## src/rtl/byte_pair_pkg.sv

```systemverilog
// rtl/byte_pair_pkg.sv - shared types for the byte-pair packer
// Purpose: byte/pair widths, the FIFO entry type and the packer FSM states.
// Ports: none (package).
package byte_pair_pkg;

    localparam int BYTE_W = 8;
    localparam int PAIR_W = 16;

    typedef struct packed {
        logic              last;
        logic [BYTE_W-1:0] a;
        logic [BYTE_W-1:0] b;
    } pair_t;

    typedef enum logic {
        S_A = 1'b0,
        S_B = 1'b1
    } state_t;

    // ab holds {a, b}; a occupies the upper byte.
    function automatic pair_t make_pair(input logic last, input logic [PAIR_W-1:0] ab);
        pair_t p;
        p.last = last;
        p.a    = ab[PAIR_W-1:BYTE_W];
        p.b    = ab[BYTE_W-1:0];
        return p;
    endfunction

endpackage

```

## src/rtl/byte_pair_fifo.sv

```systemverilog
// rtl/byte_pair_fifo.sv - first-word-fall-through FIFO of byte pairs
// Purpose: DEPTH-entry pair FIFO; head is held in a register so it keeps
//          the last-read entry while the FIFO is empty.
// Ports:
//   clk, rst    clock, synchronous active-high reset
//   push        write push_data (ignored when full)
//   push_data   entry to write
//   pop         drop the head entry (ignored when empty)
//   head        current head entry (last-read entry when empty)
//   full        occupancy == DEPTH
//   empty       occupancy == 0
//   level       current occupancy
module byte_pair_fifo
    import byte_pair_pkg::*;
#(
    parameter int DEPTH = 4
) (
    input  logic                   clk,
    input  logic                   rst,
    input  logic                   push,
    input  pair_t                  push_data,
    input  logic                   pop,
    output pair_t                  head,
    output logic                   full,
    output logic                   empty,
    output logic [$clog2(DEPTH):0] level
);

    localparam int PTR_W = $clog2(DEPTH);

    pair_t            r_mem [DEPTH];
    pair_t            r_head;
    logic [PTR_W-1:0] r_wr_ptr;
    logic [PTR_W-1:0] r_rd_ptr;
    logic [PTR_W:0]   r_count;

    logic             w_push;
    logic             w_pop;
    logic [PTR_W-1:0] w_rd_next;
    logic [PTR_W:0]   w_count_next;
    pair_t            w_head_next;

    assign full  = (r_count == (PTR_W+1)'(DEPTH));
    assign empty = (r_count == '0);
    assign level = r_count;
    assign head  = r_head;

    // Full is judged on the registered count, so a same-cycle pop never
    // makes room for a push.
    assign w_push    = push & ~full;
    assign w_pop     = pop & ~empty;
    assign w_rd_next = w_pop ? r_rd_ptr + 1'b1 : r_rd_ptr;

    always_comb begin
        w_count_next = r_count;
        case ({w_push, w_pop})
            2'b10:   w_count_next = r_count + 1'b1;
            2'b01:   w_count_next = r_count - 1'b1;
            default: w_count_next = r_count;
        endcase
    end

    // When the next head slot is the one being written this cycle, bypass
    // the memory so the new entry is visible right after the push edge.
    assign w_head_next = (w_push && (w_rd_next == r_wr_ptr)) ? push_data : r_mem[w_rd_next];

    always_ff @(posedge clk) begin
        if (w_push) begin
            r_mem[r_wr_ptr] <= push_data;
        end
    end

    always_ff @(posedge clk) begin
        if (rst) begin
            r_wr_ptr <= '0;
            r_rd_ptr <= '0;
            r_count  <= '0;
            r_head   <= '0;
        end else begin
            if (w_push) begin
                r_wr_ptr <= r_wr_ptr + 1'b1;
            end
            r_rd_ptr <= w_rd_next;
            r_count  <= w_count_next;
            if (w_count_next != '0) begin
                r_head <= w_head_next;
            end
        end
    end

endmodule

```

## src/rtl/byte_pair_packer.sv

```systemverilog
// rtl/byte_pair_packer.sv - packs a byte stream into (a,b) pairs behind a FIFO
// Purpose: first accepted byte of a pair is a, second is b; in_last on an a
//          byte closes the packet with b = PAD_BYTE. Optional statistics
//          counters are enabled by defining BYTE_PAIR_STATS_EN.
// Ports:
//   clk, rst         clock, synchronous active-high reset
//   in_data/in_valid/in_last/in_ready   byte input handshake
//   pair_a/pair_b/pair_last             FIFO head entry
//   pair_valid/pair_ready               pair output handshake
//   level            FIFO occupancy
//   pair_cnt/pad_cnt (BYTE_PAIR_STATS_EN) saturating push / padded-push counts
module byte_pair_packer
    import byte_pair_pkg::*;
#(
    parameter int          DEPTH    = 4,
    parameter logic [7:0]  PAD_BYTE = 8'h00
) (
    input  logic                   clk,
    input  logic                   rst,
    input  logic [7:0]             in_data,
    input  logic                   in_valid,
    input  logic                   in_last,
    output logic                   in_ready,
    output logic [7:0]             pair_a,
    output logic [7:0]             pair_b,
    output logic                   pair_last,
    output logic                   pair_valid,
    input  logic                   pair_ready,
    output logic [$clog2(DEPTH):0] level
`ifdef BYTE_PAIR_STATS_EN
    ,
    output logic [15:0]            pair_cnt,
    output logic [15:0]            pad_cnt
`endif
);

    state_t      r_state;
    logic [7:0]  r_hold_a;

    logic        w_full;
    logic        w_empty;
    logic        w_accept;
    logic        w_push;
    pair_t       w_push_word;
    pair_t       w_head;

    // Ready depends only on registered occupancy, never on pair_ready.
    assign in_ready = ~w_full;
    assign w_accept = in_valid & ~w_full;

    // A push happens on every b byte, and on an a byte that ends a packet.
    assign w_push      = w_accept & ((r_state == S_B) | in_last);
    assign w_push_word = (r_state == S_B) ? make_pair(in_last, {r_hold_a, in_data})
                                          : make_pair(1'b1, {in_data, PAD_BYTE});

    always_ff @(posedge clk) begin
        if (rst) begin
            r_state  <= S_A;
            r_hold_a <= '0;
        end else if (w_accept) begin
            case (r_state)
                S_A: begin
                    if (!in_last) begin
                        r_hold_a <= in_data;
                        r_state  <= S_B;
                    end
                end
                S_B: r_state <= S_A;
                default: r_state <= S_A;
            endcase
        end
    end

    byte_pair_fifo #(
        .DEPTH (DEPTH)
    ) u_fifo (
        .clk       (clk),
        .rst       (rst),
        .push      (w_push),
        .push_data (w_push_word),
        .pop       (pair_ready),
        .head      (w_head),
        .full      (w_full),
        .empty     (w_empty),
        .level     (level)
    );

    assign pair_a     = w_head.a;
    assign pair_b     = w_head.b;
    assign pair_last  = w_head.last;
    assign pair_valid = ~w_empty;

`ifdef BYTE_PAIR_STATS_EN
    logic [15:0] r_pair_cnt;
    logic [15:0] r_pad_cnt;

    always_ff @(posedge clk) begin
        if (rst) begin
            r_pair_cnt <= '0;
            r_pad_cnt  <= '0;
        end else if (w_push) begin
            if (r_pair_cnt != 16'hFFFF) begin
                r_pair_cnt <= r_pair_cnt + 1'b1;
            end
            if ((r_state == S_A) && (r_pad_cnt != 16'hFFFF)) begin
                r_pad_cnt <= r_pad_cnt + 1'b1;
            end
        end
    end

    assign pair_cnt = r_pair_cnt;
    assign pad_cnt  = r_pad_cnt;
`endif

endmodule

```

## config.mk

```make
export PLATFORM = sky130hd
export DESIGN_NAME = byte_pair_packer
export DESIGN_NICKNAME = d
export VERILOG_FILES = /design/src/rtl/byte_pair_pkg.sv /design/src/rtl/byte_pair_fifo.sv /design/src/rtl/byte_pair_packer.sv
export SDC_FILE = /design/constraint.sdc
export NUM_CORES = 1
export LEC_CHECK = 0
export BUFFER_PORTS_ARGS = -buffer_cell sky130_fd_sc_hd__buf_2
export CAP_MARGIN = 20
export CORE_MARGIN = 5
export CORE_UTILIZATION = 39
export CTS_BUF_LIST = sky130_fd_sc_hd__clkbuf_4
export DETAILED_ROUTE_END_ITERATION = 16
export PLACE_DENSITY = 0.67
export SETUP_SLACK_MARGIN = 0.5
export SYNTH_ARGS = -nofsm -noshare
export SYNTH_HDL_FRONTEND = slang
export SYNTH_SLANG_ARGS = --single-unit
```

## constraint.sdc

```tcl
create_clock -name clk -period 8.4 [get_ports clk]
set_input_delay 1.68 -clock clk [delete_from_list [all_inputs] [get_ports clk]]
set_output_delay 1.68 -clock clk [all_outputs]
set_load 0.1 [all_outputs]
```

# [After elaboration in Yosys (flattened, before gate mapping)]
# Memory sizes are Yosys's and may differ from the RTL's. A register that Yosys moved wholly into a read port is not among the register bits.
# Cells that the tools add are included.
# Widths: inputs -> output; s select.
[word_totals] mem_bits_rw=68 n_memories=1 output_inout_bits=22 inputBits=13 regBits=16 elab_cells=32
[classes] add_sub_neg=4 bitwise_logic=9 n_reduce_logical=3 eq_ne=3 mux=7
[memory_table] memory="u_fifo.r_mem" words=4 width=17 read_ports=1 rd_clocked_by_memory_dff=1 wr=1 line="byte_pair_fifo.sv:31" rtl="pair_t r_mem [DEPTH];"
[ops] operator="$mux 17" count=1
[ops] operator="$pmux 3 s2" count=1
[ops] operator="$add 2x1->2 const B" count=2
[ops] operator="$and 1x1->1" count=4
[ops] operator="$not 1->1" count=4
[ops] operator="$add 3x1->3 const B" count=1
[ops] operator="$eq 3x3->1 const B" count=1
[ops] operator="$logic_not 3->1" count=1
[ops] operator="$mux 1" count=3
[ops] operator="$reduce_and 3->1" count=1
[ops] operator="$reduce_bool 3->1" count=1
[ops] operator="$sub 3x1->3 const B" count=1
[ops] operator="$eq 2x1->1 const B" count=1
[ops] operator="$eq 2x2->1 const B" count=1
[ops] operator="$mux 2" count=1
[ops] operator="$pmux 1 s2" count=1
[ops] operator="$or 1x1->1" count=1

# [Logic depth before layout (Yosys ltp)]
# Gate-level depths: netlist (run 1).
[logic_depth] depth_word=8 depth_mapped=15

# [Modules after synthesis]
# A second synthesis (run 1) with hierarchy kept.
[hier_totals] cells_unflattened=338 area_unflattened_um2=4924.7
[by_module_without_submodules] mod="byte_pair_fifo" cells_per_inst=275 area_each_um2=4416.7 n_inst=1
[by_module_without_submodules] mod="byte_pair_packer" cells_per_inst=63 area_each_um2=508.0 n_inst=1

# [Worst setup path before layout (run 1)]
# Ideal clock, no wire load.
[synth_path] path_type="input port to flip-flop" start="in in_valid" end="reg, netlist name u_fifo.head[7]" setup_ns=0.084 cell_stages=14 t_required_ns=8.316 t_arrival_ns=4.021 slack_ns=4.295 path_cell_list="o21ai_0 -> a21oi_1 -> inv_1 -> ha_1 -> inv_1 -> fa_1 -> xnor2_1 -> xnor2_1 -> a32o_1 -> nor2b_1 -> clkbuf_1 -> clkbuf_1 -> nand2_1 -> o221ai_1"
[synth_between] elab_chain_cells=6
[synth_lines] item="from (decl)" line="byte_pair_packer.sv:21" rtl="input logic in_valid,"
[synth_lines] item="$and 1x1->1 *" line="byte_pair_packer.sv:49" rtl="assign w_accept = in_valid & ~w_full;"
[synth_lines] item="$and 1x1->1 *" line="byte_pair_packer.sv:52" rtl="assign w_push = w_accept & ((r_state == S_B) | in_last);"
[synth_lines] item="$and 1x1->1 *" line="byte_pair_fifo.sv:50" rtl="assign w_push = push & ~full;"
[synth_lines] item="$eq 2x1->1 or $eq 2x2->1 (tied branches)" line="byte_pair_fifo.sv:56" rtl="case ({w_push, w_pop})"
[synth_lines] item="$pmux 3 s2 *" line="byte_pair_fifo.sv:56"
[synth_lines] item="$reduce_bool 3->1 *" line="byte_pair_fifo.sv:85" rtl="if (w_count_next != '0) begin"
# Mark *: on every way between the ends. The rest lies on a longest branch, timed or not.
# A chain may end at the register's enable or synchronous reset.

# [Worst setup path in the final report (run 1)]
[layout_path] start="in pair_ready" end="reg, netlist name u_fifo.head[3]"
[layout_between] elab_chain_cells=4
[layout_lines] item="from (decl)" line="byte_pair_packer.sv:28" rtl="input logic pair_ready,"
[layout_lines] item="$and 1x1->1 *" line="byte_pair_fifo.sv:51" rtl="assign w_pop = pop & ~empty;"
[layout_lines] item="$eq 2x1->1 or $eq 2x2->1 (tied branches)" line="byte_pair_fifo.sv:56"
[layout_lines] item="$pmux 3 s2" line="byte_pair_fifo.sv:56"
[layout_lines] item="$reduce_bool 3->1" line="byte_pair_fifo.sv:85"
# Marks and branches as above.

==> results.yml, run 1 <==
job:
  cap_violations: 0
floorplan:
  die_w_um: 121
  ios: 35
  die_h_um: 121
  dieArea_mm2: 0.0148
  row_count: 40
  coreArea_mm2: 0.0121
  start_util_pct: 40.0
power:
  p_leak_nw: 2.10
  power_w: 0.00168
  ir_worst_vdd_mv: 0.347
  powerDensity_mw_per_mm2: 318
min_path:
  hold_path.class: "flop to flop"
  worstHoldStart: "u_fifo.head[14]"
timing:
  period_minus_slack_ns: 4.78
  finalSetupViolCount: 0
  setup_tns_ns: 0
  max_slew_margin_pct: 27.7
  fmax_ghz: 0.209
  finalHoldViolCount: 0
  period_share_pct: 56.9
  fin_hold_ws_ns: 0.458
  rsz0062_at_grt: "no"
  tightestPinTransition_ns: 1.08
  skew_ns: 0.0149
  drv_slew: 0
routing:
  avgRoutedWirePerCell_um: 17.9
  drc: 0
  ant_nets: 0
  drtPass1Iterations: 4
  vias: 2929
  routed_wl_mm: 9.92
  drt-initial-drc-count: 286
  vias_per_cell: 5.29
finish:
  nFillCells: 1132
  area_growth_pct: 8.83
  final_cell_mix: "edfxtp_1 (68), mux2i_1 (53), buf_2 (34)"
  drive_above_1_share_pct: 24.1
  fin_util_pct: 43.5
  n_antenna_cell: 0
  mostFrequentLayoutCell: "edfxtp_1"
  fin_nets: 400
placed_design:
  port_buffers: 34
  gp_congestion: 0.770
  dp.final_hpwl_mm: 6.37
synthesis:
  synthMuxAreaShare_pct: 24.4
  synth_top_family_by_area: "multiplexers"
  synth_compound_area_share_pct: 4.62
  ys_seq_elements: 101
  synth_fp_nets: 372
  ys_seq_area_share_pct: 55.8
  synth_top_area_share_pct: 42.1
  synth_fa_ha_area_share_pct: 1.70
  syn_avg_cell_area_um2: 13.7
  synth_area_leaders: "edfxtp_1 (42%), dfxtp_1 (14%), mux4_2 (12%)"
  yosys.area_share.simple_pct: 8.47
  synth-xor-area-share_pct: 1.42
  netlist_instances: 353
  yosysWarnings: 0
  syn_area_mm2: 0.00485
  synth_top_cell_by_area: "edfxtp_1"
  synth_cell_types: 34
clocking:
  cts_buffer_depth: 2
  cts_sinks: 101
  cts_made_buffers: 9
  ctsResizeCount: 0
  post_cts_buffers: 0
  clkSlewWorstSetupHoldPaths_ns: 0.15
  cts_tree: "built"
  ctsHoldBuffers: 0
  h-tree-depth: 3
  root_buffer: "clkbuf_4"
  clk-insertion-delay-late_ns: 0.45
status:
  status: "complete, no violations"
worst_setup_path:
  critical_path_class: "input port to flop"
  r2r_start: "r_state"
  r2r-end: "u_fifo.head[3]"
  rrSetupSlack_ns: 4.25
  critical_path.cell_chain: "buf_2, o31ai_4, buf_4, inv_1, ha_1, inv_1, fa_1, xnor2_1, xnor2_1, a32o_1, nor2_1, nand3_2, o221ai_1"
  crit_path_start: "pair_ready"
  cp-endpoint: "u_fifo.head[3]"
  required_ns: 8.77
  end_kind: "flop"
  cpMaxStageDelayCell: "buf_4"
  critPathMaxFanout: 55
  max_stage_delay_ns: 0.73
  arrival_ns: 5.15
  rr_worst_depth: 12
  start_kind: "input port"
global_route:
  grt_pass1_vias: 3024
  grt_first_pass_wirelength_mm: 15.8
  antenna_found_initial: 0
  grt_max_degree: 56
  grt_use_total_pct: 14.1
  grt_overflow: 0
==> cell usage after synthesis <==
cell type / count
or2_2: 1
clkbuf_1: 9
nor2b_1: 10
mux2i_1: 53
clkbuf_2: 1
and2_1: 21
edfxtp_1: 68
dfxtp_1: 33
nand3_2: 1
nor3_1: 3
inv_1: 16
o31ai_4: 1
mux2_2: 8
nand2b_1: 2
a21oi_1: 3
nor4b_1: 1
buf_4: 5
buf_1: 3
fa_1: 1
buf_2: 3
ha_1: 5
o21ai_0: 10
xnor2_1: 4
buf_6: 1
o31ai_2: 1
xor2_2: 1
nor2_1: 19
a32o_1: 1
o21ai_1: 9
nand2_1: 23
o221ai_1: 8
xor2_1: 2
or3_1: 1
mux4_2: 25
==> layout make-up <==
type	instances	area, um^2	share of cell area (%)
clock buffers	10	75.1	1.42
clock inverters	6	40.0	0.759
inverters	16	60.1	1.14
multi-input cells	214	1980	37.5
flip-flops and latches	101	2700	51.2
well taps	168	210	3.99
repair buffers	39	208	3.94
==> logic make-up (layout without fill, tap and decap cells) <==
| group | count (synthesis) | in the layout |
|---|---|---|
| flops | 101 | 101 |
| buf+inv | 38 | 71 |
| fa+ha+maj | 6 | 6 |
| mux | 86 | 86 |
| compound gates | 33 | 33 |
| simple gates | 82 | 82 |
| xor+xnor | 7 | 7 |
==> how the worst min path moves through the flow <==
stage	end	cells after the start
5_1_grt	u_fifo.head[15]	2
3_3_place_gp	u_fifo.head[9]	2
2_1_floorplan	r_hold_a[0]	2
4_1_cts	u_fifo.head[9]	2
6_report	u_fifo.head[14]	2
3_5_place_dp	u_fifo.head[9]	2
==> where the power goes <==
group | total, W | switching (W) | internal (W) | leakage (nW)
clock | 0.000218 | 0.000155 | 0.0000629 | 0.0544
combinational | 0.000821 | 0.000542 | 0.000279 | 1.15
sequential | 0.000640 | 0.0000452 | 0.000595 | 0.897
total | 0.00168 | 0.000743 | 0.000936 | 2.10
==> sequential cells by signal, summed over array words and instances, names as in the netlist <==
name and cells:
u_fifo.level 3, r_hold_a 8, u_fifo.r_mem 68, u_fifo.r_rd_ptr 2
u_fifo.r_wr_ptr 2, r_state 1, u_fifo.head 17
==> metal layers <==
layer | global-route usage [%] | wire (um)
met1 | 18.8 | 4580
met3 | 3.12 | 451
met5 | 0 | 0
met2 | 22.2 | 4680
met4 | 5.53 | 199
==> worst max-delay path: cells and delay by family <==
kind            cells  cell delay (ns)
compound gates      3             0.62
fa+ha+maj           2             0.44
buf+inv             4             1.10
simple gates        2             1.04
xor+xnor            2             0.26
==> stage by stage <==
stage,worst slack [ns],instance area (um^2),instances
after global routing,3.39,5270,554
after floorplan,4.29,4850,353
after global placement,3.41,5160,538
final,3.62,5270,554
after CTS,3.66,5270,554
after detailed placement,3.17,5160,538
(Power assumes the default switching activity.)
==> run 2: changes to the inputs <==
--- a/config.mk
+++ b/config.mk
@@ -5,13 +5,14 @@
 export SDC_FILE = /design/constraint.sdc
 export NUM_CORES = 1
 export LEC_CHECK = 0
+export ABC_AREA = 1
 export BUFFER_PORTS_ARGS = -buffer_cell sky130_fd_sc_hd__buf_2
 export CAP_MARGIN = 20
 export CORE_MARGIN = 5
 export CORE_UTILIZATION = 39
 export CTS_BUF_LIST = sky130_fd_sc_hd__clkbuf_4
 export DETAILED_ROUTE_END_ITERATION = 16
-export PLACE_DENSITY = 0.67
+export PLACE_DENSITY = 0.69
 export SETUP_SLACK_MARGIN = 0.5
 export SYNTH_ARGS = -nofsm -noshare
 export SYNTH_HDL_FRONTEND = slang
==> constraint.sdc (replaced) <==
create_clock -name clk -period 4.08 [get_ports clk]
set_input_delay 0.816 -clock clk [delete_from_list [all_inputs] [get_ports clk]]
set_output_delay 0.816 -clock clk [all_outputs]
set_load 0.1 [all_outputs]
==> run 2 against run 1 <==
First-iteration DRC count decreased by 21%. Via count increased by 16%. Worst setup slack got worse by 2.6 ns. Clock power increased by 97%. Hold slack improved by 0.011 ns. Count of clock-buffer cells in the layout decreased by 1. Combinational power increased to 2.9 times the previous value. Critical path depth increased by 2. Clock skew decreased by 0.0012 ns.
==> results.yml, run 2 <==
synthesis:
  syn_area_mm2: 0.00456
  synth-async-reset-ratio_pct: 0
  synth_top_cell_by_area: "edfxtp_1"
  synthTopCellsByCount: "nand3_1 (87), nand2_1 (82), edfxtp_1 (68)"
  ys_seq_area_share_pct: 59.3
  synth_top_area_share_pct: 44.8
  netlist_instances: 490
  syn_avg_cell_area_um2: 9.30
  yosysWarnings: 0
  synthFlopType: "edfxtp_1"
  synth_cell_types: 27
  synth_edf_count: 68
  synth_area_leaders: "edfxtp_1 (45%), dfxtp_1 (15%), nand3_1 (9.6%)"
  synth_fp_nets: 509
  ys_seq_elements: 101
  synth.most_common_cell: "nand3_1"
global_route:
  antenna_found_initial: 1
  grt_pass1_vias: 3318
  grt_use_total_pct: 15.7
  grt_max_degree: 42
  grt_overflow: 0
  grt_first_pass_wirelength_mm: 17.3
finish:
  largest_register_ffs: 68
  final_cell_mix: "nand3_1 (87), nand2_1 (82), edfxtp_1 (68)"
  mostFrequentLayoutCell: "nand3_1"
  largest_register: "u_fifo.r_mem"
  area_growth_pct: 8.60
  drive_above_1_share_pct: 13.4
  fin_nets: 537
timing:
  setup_tns_ns: 0
  fmax_ghz: 0.329
  max_slew_margin_pct: 54.1
  rsz0062_at_grt: "no"
  fin_ws_ns: 1.04
  finalHoldViolCount: 0
  finalSetupViolCount: 0
  drv_slew: 0
  period_share_pct: 74.5
  period_minus_slack_ns: 3.04
  skew_ns: 0.0137
  tightestPinTransition_ns: 0.682
worst_setup_path:
  cpMaxStageDelayCell: "dfxtp_1"
  critPathBufInv: 5
  critPathMaxFanout: 31
  max_stage_delay_ns: 0.53
  critical_path.cell_chain: "o21ai_2, ha_1, inv_1, fa_1, a21oi_1, o21ai_0, xor2_1, inv_1, nand3_1, buf_4, inv_1, nor2_1, nand2_1, nand2_1, inv_1"
  r2r_start: "r_state"
  arrival_ns: 3.41
  end_kind: "flop"
  start_kind: "flop"
  critical_path_class: "flop to flop"
  crit_path_start: "r_state"
  required_ns: 4.45
  cpMostUsedCell: "inv_1"
  crit_family: "compound AO/OA/AOI/OAI gates"
routing:
  vias: 3401
  ant_nets: 0
  avgRoutedWirePerCell_um: 15.9
  drtPass1Iterations: 5
  drc: 0
  routed_wl_mm: 10.6
  drt-initial-drc-count: 227
  vias_per_cell: 5.10
clocking:
  h-tree-depth: 3
  ctsHoldBuffers: 0
  clk-insertion-delay-late_ns: 0.46
  root_buffer: "clkbuf_4"
  cts_tree: "built"
  cts_buffer_depth: 2
  ctsResizeCount: 0
  cts_sinks: 101
  post_cts_buffers: 0
  cts_made_buffers: 9
  clkSlewWorstSetupHoldPaths_ns: 0.13
floorplan:
  ios: 35
  die_w_um: 118
  die_h_um: 118
  dieArea_mm2: 0.0139
  coreArea_mm2: 0.0114
  row_count: 39
  start_util_pct: 39.9
job:
  cap_violations: 0
power:
  p_leak_nw: 2.14
  powerDensity_mw_per_mm2: 831
  ir_worst_vdd_mv: 0.933
placed_design:
  dp.final_hpwl_mm: 6.71
  port_buffers: 34
  place_ws_ns: 0.729
  gp_congestion: 0.797
status:
  status: "complete, no violations"
min_path:
  worstHoldStart: "r_hold_a[6]"
  hold_path.class: "flop to flop"
==> run 2: cell count changes after synthesis, moves of 10 or more <==
cell	before	now
nor2b_1	10	0
inv_1	16	65
mux4_2	25	0
nand4_1	0	15
and2_1	21	0
mux2i_1	53	0
nor2_1	19	55
buf_2	3	18
nand2_1	23	82
nand3_1	0	87
==> run 2: worst register-to-register path, delay by kind of cell (launching register included) <==
family,cells,cell delay (ns)
compound gates,3,0.74
buf+inv,5,0.64
flops,1,0.53
xor+xnor,1,0.14
fa+ha+maj,2,0.61
simple gates,4,0.29
==> run 2: worst paths after layout <==
kind              slack (ns)        endpoint  cells past startpoint
setup / recovery        1.04  u_fifo.head[2]                     15
hold / removal          0.47     r_hold_a[6]                      2
setup reg to reg        1.04  u_fifo.head[2]                     15
hold reg to reg         0.47     r_hold_a[6]                      2
==> run 2: layer usage <==
| layer | GRT usage, % | vias up | share of wire [%] |
|---|---|---|---|
| li1 | - | 1688 | - |
| met1 | 19.5 | 1579 | 43 |
| met2 | 25.2 | 107 | 49 |
| met3 | 3.32 | 27 | 5.3 |
| met4 | 8.96 | 0 | 3.4 |
| met5 | 0 | - | 0 |
==> run 2: through the flow <==
step / util (%) / cells / power (W) / area (um^2) / hold WS, ns
after CTS: 43.3 / 666 / 0.00413 / 4940 / 0.470
after detailed placement: 42.4 / 650 / 0.00371 / 4840 / 0.446
after global routing: 43.3 / 667 / 0.00445 / 4950 / 0.493
after floorplan: - / 490 / 0.00323 / 4560 / 0.434
after global placement: 42.4 / 650 / 0.00366 / 4840 / 0.446
final: 43.3 / 667 / 0.00411 / 4950 / 0.469
==> run 2: cells by family (layout without fill, tap and decap cells) <==
kind of cell / count (synthesis) / count (layout) / share of synthesized area (%)
simple gates: 251 / 251 / 25.1
flops: 101 / 101 / 59.3
buf+inv: 92 / 125 / 8.24
compound gates: 38 / 38 / 5.14
fa+ha+maj: 6 / 6 / 1.81
xor+xnor: 2 / 2 / 0.385
other cells: 0 / 1 / 0
==> run 2: power breakdown <==
group | internal, W | switching, W | leakage (nW)
combinational | 0.000561 | 0.00178 | 1.19
sequential | 0.00126 | 0.0000823 | 0.899
clock | 0.000115 | 0.000314 | 0.0557
total | 0.00193 | 0.00218 | 2.14
==> run 2: area by class of cell <==
cell class,instances,area (um^2)
diodes,1,2.50
clock buffers,9,67.6
clock inverters,7,32.5
fillers,1102,6470
inverters,66,248
multi-input cells,297,1480
flip-flops and latches,101,2700
well taps,143,179
repair buffers,43,238
